## src/rtl/lsu_pkg.sv

```systemverilog
// Shared types and constants for the riscv_lsu load/store unit.
package lsu_pkg;

    typedef enum logic [1:0] {
        SZ_B = 2'b00,
        SZ_H = 2'b01,
        SZ_W = 2'b10,
        SZ_D = 2'b11
    } size_e;

    typedef enum logic [1:0] {
        S_IDLE,
        S_ADDR,
        S_DATA,
        S_RESP
    } state_e;

    localparam logic [1:0] CAUSE_OK       = 2'b00;
    localparam logic [1:0] CAUSE_MISALIGN = 2'b01;
    localparam logic [1:0] CAUSE_BUSERR   = 2'b10;
    localparam logic [1:0] CAUSE_TIMEOUT  = 2'b11;

    localparam logic [2:0] F3_B  = 3'b000;
    localparam logic [2:0] F3_H  = 3'b001;
    localparam logic [2:0] F3_W  = 3'b010;
    localparam logic [2:0] F3_D  = 3'b011;
    localparam logic [2:0] F3_BU = 3'b100;
    localparam logic [2:0] F3_HU = 3'b101;
    localparam logic [2:0] F3_WU = 3'b110;

    function automatic logic [3:0] size_bytes(input size_e sz);
        return 4'd1 << sz;
    endfunction

endpackage

```

## src/rtl/lsu_align.sv

```systemverilog
// Combinational access check, byte-enable / store-lane generation and load extraction.
module lsu_align
    import lsu_pkg::*;
#(
    parameter  int XLEN  = 32,
    localparam int BE_W  = XLEN / 8,
    localparam int OFF_W = $clog2(BE_W)
) (
    input  logic [2:0]       funct,
    input  logic             we,
    input  logic [OFF_W-1:0] offset,
    input  logic [XLEN-1:0]  wdata,
    input  logic [XLEN-1:0]  rdata,
    output logic             legal,
    output logic [BE_W-1:0]  be,
    output logic [XLEN-1:0]  wdata_lane,
    output logic [XLEN-1:0]  rdata_ext
);

    size_e            size;
    logic [3:0]       nbytes;
    logic [6:0]       sbits;
    logic             illegal;
    logic             misaligned;
    logic [BE_W-1:0]  size_mask;
    logic [XLEN-1:0]  shifted;
    logic [XLEN-1:0]  keep;
    logic [XLEN-1:0]  top_bit;
    logic             sign;

    assign size   = size_e'(funct[1:0]);
    assign nbytes = size_bytes(size);
    assign sbits  = {nbytes, 3'b000};

    // NOTE: every variable assigned in always_comb gets a default first, so no latch is inferred.
    always_comb begin
        illegal = 1'b0;
        if (XLEN == 32 && (size == SZ_D || funct == F3_WU))
            illegal = 1'b1;
        if (we && funct[2])
            illegal = 1'b1;
    end

    assign misaligned = |(offset & OFF_W'(nbytes - 4'd1));
    assign legal      = !illegal && !misaligned;

    always_comb begin
        unique case (size)
            SZ_B: size_mask = BE_W'(8'h01);
            SZ_H: size_mask = BE_W'(8'h03);
            SZ_W: size_mask = BE_W'(8'h0F);
            SZ_D: size_mask = BE_W'(8'hFF);
        endcase
    end

    assign be         = size_mask << offset;
    assign wdata_lane = wdata << {offset, 3'b000};

    // The sign bit is the top bit of the size mask, which avoids a variable bit-select.
    assign shifted   = rdata >> {offset, 3'b000};
    assign keep      = (sbits >= 7'(XLEN)) ? '1 : ~({XLEN{1'b1}} << sbits);
    assign top_bit   = keep & ~(keep >> 1);
    assign sign      = |(shifted & top_bit);
    assign rdata_ext = (!funct[2] && sign) ? (shifted | ~keep) : (shifted & keep);

endmodule

```

## src/rtl/riscv_lsu.sv

```systemverilog
// Load/store unit: valid/ready core side, req/gnt/rvalid memory side.
// Optional watchdog enabled by defining LSU_TIMEOUT_EN.
module riscv_lsu
    import lsu_pkg::*;
#(
    parameter  int XLEN           = 32,
    parameter  int ADDR_W         = 32,
    parameter  int TIMEOUT_CYCLES = 256,
    localparam int BE_W           = XLEN / 8,
    localparam int OFF_W          = $clog2(BE_W)
) (
    input  logic              clk,
    input  logic              reset,
    input  logic              req_valid,
    output logic              req_ready,
    input  logic              req_we,
    input  logic [2:0]        req_funct,
    input  logic [ADDR_W-1:0] req_addr,
    input  logic [XLEN-1:0]   req_wdata,
    input  logic [4:0]        req_rd,
    output logic              rsp_valid,
    output logic [XLEN-1:0]   rsp_data,
    output logic [4:0]        rsp_rd,
    output logic [1:0]        rsp_cause,
    output logic              mem_req,
    input  logic              mem_gnt,
    output logic              mem_we,
    output logic [BE_W-1:0]   mem_be,
    output logic [ADDR_W-1:0] mem_addr,
    output logic [XLEN-1:0]   mem_wdata,
    input  logic              mem_rvalid,
    input  logic [XLEN-1:0]   mem_rdata,
    input  logic              mem_err
);

    state_e           state;
    state_e           state_nxt;
    logic [2:0]       funct_q;
    logic             we_q;
    logic [OFF_W-1:0] off_q;
    logic             accept;
    logic             legal;
    logic [BE_W-1:0]  be;
    logic [XLEN-1:0]  wdata_lane;
    logic [XLEN-1:0]  rdata_ext;
    logic             tmo_hit;

    assign accept = (state == S_IDLE) && req_valid;

    // Live request fields while idle, latched fields afterwards for load extraction.
    lsu_align #(.XLEN(XLEN)) u_align (
        .funct      ((state == S_IDLE) ? req_funct : funct_q),
        .we         ((state == S_IDLE) ? req_we : we_q),
        .offset     ((state == S_IDLE) ? req_addr[OFF_W-1:0] : off_q),
        .wdata      (req_wdata),
        .rdata      (mem_rdata),
        .legal      (legal),
        .be         (be),
        .wdata_lane (wdata_lane),
        .rdata_ext  (rdata_ext)
    );

`ifdef LSU_TIMEOUT_EN
    localparam int CNT_W = $clog2(TIMEOUT_CYCLES + 1);
    logic [CNT_W-1:0] tmo_cnt;
    logic             busy;

    assign busy    = (state == S_ADDR) || (state == S_DATA);
    assign tmo_hit = busy && (tmo_cnt == CNT_W'(TIMEOUT_CYCLES - 1));

    always_ff @(posedge clk) begin
        if (reset)
            tmo_cnt <= '0;
        else if (state_nxt != state && (state_nxt == S_ADDR || state_nxt == S_DATA))
            tmo_cnt <= '0;
        else if (busy)
            tmo_cnt <= tmo_cnt + 1'b1;
    end
`else
    logic unused_timeout_cfg;
    assign unused_timeout_cfg = |TIMEOUT_CYCLES;
    assign tmo_hit            = 1'b0;
`endif

    // NOTE: sequential state uses non-blocking assignments so every register samples pre-edge values.
    always_ff @(posedge clk) begin
        if (reset)
            state <= S_IDLE;
        else
            state <= state_nxt;
    end

    always_comb begin
        state_nxt = state;
        unique case (state)
            S_IDLE: if (req_valid) state_nxt = legal ? S_ADDR : S_RESP;
            S_ADDR: begin
                if (mem_gnt)      state_nxt = S_DATA;
                else if (tmo_hit) state_nxt = S_RESP;
            end
            S_DATA: if (mem_rvalid || tmo_hit) state_nxt = S_RESP;
            S_RESP: state_nxt = S_IDLE;
            default: state_nxt = S_IDLE;
        endcase
    end

    always_comb begin
        req_ready = (state == S_IDLE);
        mem_req   = (state == S_ADDR);
        rsp_valid = (state == S_RESP);
    end

    always_ff @(posedge clk) begin
        if (reset) begin
            funct_q   <= '0;
            we_q      <= 1'b0;
            off_q     <= '0;
            rsp_rd    <= '0;
            rsp_data  <= '0;
            rsp_cause <= CAUSE_OK;
            mem_we    <= 1'b0;
            mem_be    <= '0;
            mem_addr  <= '0;
            mem_wdata <= '0;
        end else begin
            if (accept) begin
                funct_q   <= req_funct;
                we_q      <= req_we;
                off_q     <= req_addr[OFF_W-1:0];
                rsp_rd    <= req_rd;
                rsp_data  <= '0;
                rsp_cause <= legal ? CAUSE_OK : CAUSE_MISALIGN;
                mem_we    <= req_we;
                mem_be    <= be;
                mem_addr  <= {req_addr[ADDR_W-1:OFF_W], {OFF_W{1'b0}}};
                mem_wdata <= wdata_lane;
            end
            if (state == S_DATA && mem_rvalid) begin
                rsp_cause <= mem_err ? CAUSE_BUSERR : CAUSE_OK;
                rsp_data  <= (mem_err || we_q) ? '0 : rdata_ext;
            end else if (tmo_hit && !(state == S_ADDR && mem_gnt)) begin
                rsp_cause <= CAUSE_TIMEOUT;
                rsp_data  <= '0;
            end
        end
    end

endmodule

```

## config.mk

```make
export PLATFORM = sky130hd
export DESIGN_NAME = riscv_lsu
export DESIGN_NICKNAME = d
export VERILOG_FILES = /design/src/rtl/lsu_pkg.sv /design/src/rtl/lsu_align.sv /design/src/rtl/riscv_lsu.sv
export SDC_FILE = /design/constraint.sdc
export NUM_CORES = 1
export LEC_CHECK = 0
export ABC_AREA = 1
export CAP_MARGIN = 20
export CELL_PAD_IN_SITES_DETAIL_PLACEMENT = 2
export CELL_PAD_IN_SITES_GLOBAL_PLACEMENT = 2
export CORE_AREA = 2 2 131 197
export CTS_CLUSTER_SIZE = 30
export DETAILED_ROUTE_END_ITERATION = 8
export DIE_AREA = 0 0 133 199
export PLACE_DENSITY_LB_ADDON = 0.1
export SYNTH_ARGS = -nofsm -noshare
export SYNTH_HDL_FRONTEND = slang
export SYNTH_SLANG_ARGS = --single-unit
```

## constraint.sdc

```tcl
create_clock -name clk -period 2.1 [get_ports clk]
set_input_delay 0.315 -clock clk [delete_from_list [all_inputs] [get_ports clk]]
set_output_delay 0.315 -clock clk [all_outputs]
set_load 0.01 [all_outputs]
```

Yosys cells after proc, flatten, opt, wreduce, memory -nomap -nowiden
Cells that the tools add are included.

Flip-flop bits (word level): 113. Input port bits: 111. Output and inout bits: 111.

Add/subtract/negate cells: 1. Order comparisons: 1. Equality and inequality tests: 10. Shift operators: 5. Mux-type cells: 20. Bitwise operators: 8. Reduce and logical (&&, ||, !) cells: 17.

Operators with widths (count): $mux W32 (5); $and A32 B32 Y32 (3); $not A32 Y32 (2); $not A31 Y32 (1); $or A32 B32 Y32 (1); $reduce_or A32 Y1 (1); $shl A32 B5 Y32 (1); $shl A32 B7 Y32 const A (1); $shr A32 B5 Y32 (1); $mux W2 (8); $pmux W4 S3 (1); $eq A2 B2 Y1 const B (4); $pmux W2 S4 (1); $ge A7 B6 Y1 const B (1); $logic_and A1 B1 Y1 (5); $eq A2 B1 Y1 const B (2); $logic_not A2 Y1 (2); $mux W1 (4); $ne A2 B2 Y1 const B (2); $reduce_or A2 Y1 (2); $shl A1 B2 Y4 const A (1); $shl A4 B2 Y4 (1); $eq A3 B3 Y1 const B (1); $logic_not A1 Y1 (3); other kinds (7) (8).

Logic depth before layout (Yosys ltp)
Gate-level depths: netlist of run 1.

Depth in word-level cells: 14. Mapped depth: 15. Mapped depth without buffers: 13.

By module
Synthesis of run 1 repeated with hierarchy kept, for this count alone.

Cell total of the unflattened synthesis: 809. Area total of the unflattened synthesis: 5456.5 µm².

Modules (own cells, without submodules): riscv_lsu (instances 1, cells an instance 533, area each 4199.0 µm², sequential area each 2262.2 µm²); lsu_align (instances 1, cells an instance 276, area each 1257.5 µm², sequential area each 0.0 µm²).

Worst setup path before layout of run 1
Ideal clock, no wire load.

Path type: register -> register. From: register state[0]. To: register rsp_data[31]. Setup time: 0.131 ns. Data arrival time: 1.769 ns. Data required time: 1.969 ns. Path slack: 0.201 ns. Cell stages (with the launch flop): 14. Path buffers: 3. Cells stage by stage: dfxtp_1 > inv_1 > ha_1 > buf_6 > buf_6 > o21ai_4 > nand3_1 > nand3_1 > nand3_1 > nand2_2 > nand2_4 > buf_6 > nand2_1 > a21oi_2.

Longest elaborated chain between the ends: 14.

RTL lines: start, declared (line riscv_lsu.sv:36) `state_e state;`; start signal, assigned (line riscv_lsu.sv:90) `state <= state_nxt;`; $logic_not A2 Y1 *; via req_ready (line riscv_lsu.sv:15) `output logic req_ready,`; $mux W3 (line riscv_lsu.sv:52) `.funct ((state == S_IDLE) ? req_funct : funct_q),`; $shl A1 B2 Y4 (line lsu_pkg.sv:32) `return 4'd1 << sz;`; $shl A32 B7 Y32 (line lsu_align.sv:61) `assign keep = (sbits >= 7'(XLEN)) ? '1 : ~({XLEN{1'b1}} << sbits);`; $not A32 Y32 (line lsu_align.sv:61); $mux W32 (line lsu_align.sv:61); $not A31 Y32 (line lsu_align.sv:62) `assign top_bit = keep & ~(keep >> 1);`; $and A32 B32 Y32 (line lsu_align.sv:62); $and A32 B32 Y32 (line lsu_align.sv:63) `assign sign = |(shifted & top_bit);`; $reduce_or A32 Y1 (line lsu_align.sv:63); $logic_and A1 B1 Y1 (line lsu_align.sv:64) `assign rdata_ext = (!funct[2] && sign) ? (shifted | ~keep) : (shifted & keep);`; $mux W32 (line lsu_align.sv:64); $mux W32 (line riscv_lsu.sv:140) `rsp_data <= (mem_err || we_q) ? '0 : rdata_ext;`; $mux W32 (line riscv_lsu.sv:138) `if (state == S_DATA && mem_rvalid) begin`; end signal, assigned (line riscv_lsu.sv:140); end, declared (line riscv_lsu.sv:22) `output logic [XLEN-1:0] rsp_data,`.

Mark *: on every way through the listed nets, which the timed path passes. The rest lies on a longest branch. A chain may end at the register's enable or synchronous reset.

Worst setup path after layout of run 1
From: register state[1]. To: register rsp_data[19].

Longest elaborated chain between the ends: 14.

RTL lines (line): $logic_not A2 Y1 (riscv_lsu.sv:48, riscv_lsu.sv:52, riscv_lsu.sv:54); $mux W3 (riscv_lsu.sv:52); $shl A1 B2 Y4 (lsu_pkg.sv:32); $shl A32 B7 Y32 (lsu_align.sv:61); $not A32 Y32 (lsu_align.sv:61); $mux W32 (lsu_align.sv:61); $not A31 Y32 (lsu_align.sv:62); $and A32 B32 Y32 (lsu_align.sv:62); $and A32 B32 Y32 (lsu_align.sv:63); $reduce_or A32 Y1 (lsu_align.sv:63); $logic_and A1 B1 Y1 (lsu_align.sv:64); $mux W32 (lsu_align.sv:64); $mux W32 (riscv_lsu.sv:140); $mux W32 (riscv_lsu.sv:138).

Parallel ways exist; a longest one is shown, timed or not.

==> impl_metrics.json, run 1 <==
{
  "core-area_mm2": 0.0248,
  "hp-class": "in -> reg",
  "first_global_vias": 6676,
  "post_drt_wl_per_cell_um": 18.5,
  "synth_async_sr_flop_share_pct": 0,
  "p_sw_mw": 4.86,
  "floorplan.die_area_mm2": 0.0265,
  "synthCells": 793,
  "path_buf_inv": 2,
  "ys_ff_latch": 113,
  "cellInternalPower_mw": 7.09,
  "utilization_pct": 36.0,
  "power.share.clock_pct": 24.9,
  "critical-path-slowest-cell": "sky130_fd_sc_hd__dfxtp_1",
  "power.share.sequential_pct": 23.6,
  "critical_path_peak_fanout": 16,
  "firstDrtPassIters": 4,
  "power.ir.vdd_worst_mv": 0.575,
  "final_hold_viol_count": 0,
  "critPathTopFamily": "simple AND/OR/NAND/NOR gates",
  "cts.sinks": 113,
  "outcome": "complete, no violations",
  "cts-htree-levels": 4,
  "place.gp.congestion": 0.771,
  "clockBufferDepth": 2,
  "synth.avg_cell_area_um2": 6.78,
  "instances_no_fill": 1365,
  "place.port_buffers": 219,
  "remaining_drc_errors": 0,
  "synth.distinct_cells": 31,
  "dr_vias_cell": 4.58,
  "synth_top_family_by_area": "simple AND/OR/NAND/NOR gates",
  "detail_route.wirelength_mm": 25.3,
  "setup.worst_path.start_class": "flip-flop",
  "antennaDiodeCount": 0,
  "maxcap_viol_count": 0,
  "fin_worst_skew_ns": 0.00643,
  "max_stage_delay_ns": 0.34,
  "finalCriticalPeriod_ns": 1.97,
  "comb_power_share_pct": 51.4,
  "fin_crit_sh_pct": 94.0,
  "grt_pass1_wl_mm": 38.3,
  "design.portCount": 222,
  "fillCellCount": 2866,
  "power.static_leakage_nw": 3.50,
  "synthesized_area_fraction_occupied_by_and_or_nand_nor_cells_pct": 27.2,
  "number_of_drc_markers_after_the_initial_detailed_route_iteration": 159,
  "cts_root_buf": "sky130_fd_sc_hd__clkbuf_16",
  "timing.setup.tns_ns": 0,
  "post_dp_cell_area_mm2": 0.00814,
  "synthMuxAreaShare_pct": 0,
  "drive_gt1_share_pct": 11.9,
  "initial_utilization_pct": 21.7,
  "criticalPathCategory": "reg -> reg",
  "dominantRegCellSynth": "sky130_fd_sc_hd__dfxtp_1",
  "grt_usage_pct": 19.2,
  "p_sw_share_pct": 40.7,
  "crit_top_cell": "sky130_fd_sc_hd__nand2_1",
  "via_count": 6249,
  "post-dp-hpwl_mm": 18.8,
  "timing.final.setup_violations": 0,
  "die-width_um": 133,
  "tritoncts.num_buffers": 17,
  "clkTransAtPathRegs_ns": 0.05,
  "antenna_found_initial": 1,
  "timing.critical_path.arrival_ns": 2.27,
  "clock_insertion_delay_worst_skew_ns": 0.43,
  "final_net_count": 1139,
  "syn_area_mm2": 0.00538,
  "synth_enable_flop_cells": 0,
  "overflow": 0,
  "cts_tree": "built",
  "synth_compound_area_share_pct": 21.3,
  "synth_to_layout_area_growth_pct": 65.7,
  "final_design_area_no_fill_mm2": 0.00891,
  "synth.yosys.seq_area_share_pct": 42.1,
  "antenna_left": 0,
  "yosys.area_share.xor_xnor_pct": 0,
  "synthAdderAreaFrac_pct": 0.930,
  "die_height_um": 199,
  "core.rowCount": 71,
  "numPlacedInstances": 1329,
  "power_density_mw_per_mm2": 1340,
  "report.final.slew_viol_count": 0,
  "endpoint_type_of_the_worst_setup_path": "flip-flop",
  "crit_path_cell_trace": "inv_2 > ha_4 > buf_12 > nand2_1 > nand2_4 > nand2_1 > nand3_2 > nand3_1 > nand3_2 > nand2_4 > nand2_8 > nand2_1 > a21oi_1",
  "yosys_warnings": 0,
  "required_ns": 2.40,
  "achievable-frequency_mhz": 507,
  "grt_max_degree": 40,
  "hold-worst-slack_ns": 0.444,
  "holdBufCountCts": 0
}
cell families (layout without fill, tap and decap cells):
family,after synthesis,after routing
buffers and inverters,104,346
and+or+nand+nor,356,357
other,1,2
AOI/OAI and AO/OA,215,215
adders and majority gates,4,4
DFF,113,113
path summary, 6_finish.rpt:
path	startpoint	slack (ns)	to	cells after the start
max	state[1]$_SDFFE_PP0P_	0.13	rsp_data[19]$_SDFFE_PP0P_	13
min	reset	0.44	rsp_data[28]$_SDFFE_PP0P_	3
max reg2reg	state[1]$_SDFFE_PP0P_	0.13	rsp_data[19]$_SDFFE_PP0P_	13
min reg2reg	funct_q[2]$_SDFFE_PP0P_	0.46	funct_q[2]$_SDFFE_PP0P_	2
registers in the layout (all words and copies together) (netlist names):
| register | count |
|---|---|
| funct_q | 3 |
| mem_wdata | 32 |
| mem_be | 4 |
| mem_addr | 30 |
| state | 2 |
| we_q | 1 |
| rsp_data | 32 |
| rsp_cause | 2 |
| off_q | 2 |
| rsp_rd | 5 |
cell usage in the layout (no fill, tap or decap), types with 8 or more instances in the layout:
cell / count
sky130_fd_sc_hd__clkdlybuf4s50_1: 218
sky130_fd_sc_hd__o21a_1: 8
sky130_fd_sc_hd__inv_1: 41
sky130_fd_sc_hd__clkbuf_16: 18
sky130_fd_sc_hd__nand3_1: 38
sky130_fd_sc_hd__a21oi_1: 81
sky130_fd_sc_hd__nand2_1: 134
sky130_fd_sc_hd__o21ai_1: 8
sky130_fd_sc_hd__o22ai_1: 8
sky130_fd_sc_hd__buf_4: 36
sky130_fd_sc_hd__or2_2: 8
sky130_fd_sc_hd__nor2_1: 154
sky130_fd_sc_hd__o21ai_0: 96
sky130_fd_sc_hd__dfxtp_1: 112
sky130_fd_sc_hd__buf_12: 9
per-stage QoR:
step           setup slack [ns]  power, mW
2_1_floorplan             0.201       5.97
3_3_place_gp            -0.0423       8.58
3_5_place_dp             -0.113       8.67
4_1_cts                 0.00764       11.8
5_1_grt                -0.00542       12.9
6_report                  0.126       12.0
cells in the mapped netlist (3+ instances only):
cell | n | area share (%)
sky130_fd_sc_hd__inv_2 | 3 | 0.21
sky130_fd_sc_hd__buf_6 | 4 | 0.84
sky130_fd_sc_hd__buf_1 | 3 | 0.21
sky130_fd_sc_hd__nand3_1 | 42 | 3.9
sky130_fd_sc_hd__a211oi_1 | 3 | 0.42
sky130_fd_sc_hd__o21ai_0 | 103 | 9.6
sky130_fd_sc_hd__o22ai_1 | 8 | 0.93
sky130_fd_sc_hd__nand2_2 | 7 | 0.81
sky130_fd_sc_hd__dfxtp_1 | 113 | 42
sky130_fd_sc_hd__ha_1 | 4 | 0.93
sky130_fd_sc_hd__nor2_4 | 3 | 0.63
sky130_fd_sc_hd__or2_2 | 8 | 0.93
sky130_fd_sc_hd__nand2_1 | 137 | 9.6
sky130_fd_sc_hd__nor2_1 | 154 | 11
sky130_fd_sc_hd__o21ai_1 | 4 | 0.37
sky130_fd_sc_hd__a21oi_1 | 82 | 7.6
sky130_fd_sc_hd__clkbuf_1 | 24 | 1.7
sky130_fd_sc_hd__inv_1 | 45 | 3.1
sky130_fd_sc_hd__o21a_1 | 8 | 1.1
sky130_fd_sc_hd__nor3_1 | 3 | 0.28
sky130_fd_sc_hd__buf_2 | 23 | 2.1
metal layers:
metal  share of wire, %  track usage (%)
met2                 54             36.8
met5              0.051                0
met4                2.5             6.93
met3                5.2             5.33
met1                 38             19.6
power groups by stage:
stage	Clock, mW	Combinational (mW)	Sequential, mW
after CTS	3.10	5.86	2.83
after floorplan	0	2.95	3.02
final	2.98	6.14	2.82
after global routing	3.18	6.82	2.89
after global placement	0	5.73	2.85
after detailed placement	0	5.80	2.87
cell type report:
class / count / area (µm²) / share of cell area (%)
flip-flops and latches: 113 / 2260 / 25.4
multi-input cells: 578 / 2790 / 31.3
repair buffers: 266 / 2680 / 30.0
clock inverters: 11 / 136 / 1.53
clock buffers: 21 / 460 / 5.16
inverters: 48 / 180 / 2.02
well taps: 328 / 410 / 4.60
what timing repair did:
action | in CTS | in global routing
pin swaps | 0 | 5
resized for setup | 5 | 29
cloned | 0 | 2
setup buffers | 0 | 2
endpoints found under the setup margin | 10 | 38
tightest hold or removal path, delay by kind of cell:
family	cells	cell delay, ns
AOI/OAI and AO/OA	1	0.14
buffers and inverters	2	0.38
(Power assumes the default switching activity.)
==> run 2: changes to the inputs <==
--- a/config.mk
+++ b/config.mk
@@ -10,7 +10,6 @@
 export CELL_PAD_IN_SITES_DETAIL_PLACEMENT = 2
 export CELL_PAD_IN_SITES_GLOBAL_PLACEMENT = 2
 export CORE_AREA = 2 2 131 197
-export CTS_CLUSTER_SIZE = 30
 export DETAILED_ROUTE_END_ITERATION = 8
 export DIE_AREA = 0 0 133 199
 export PLACE_DENSITY_LB_ADDON = 0.1
==> results of run 2 <==
The final DEF is identical to that of run 1; final timing and power are the same.
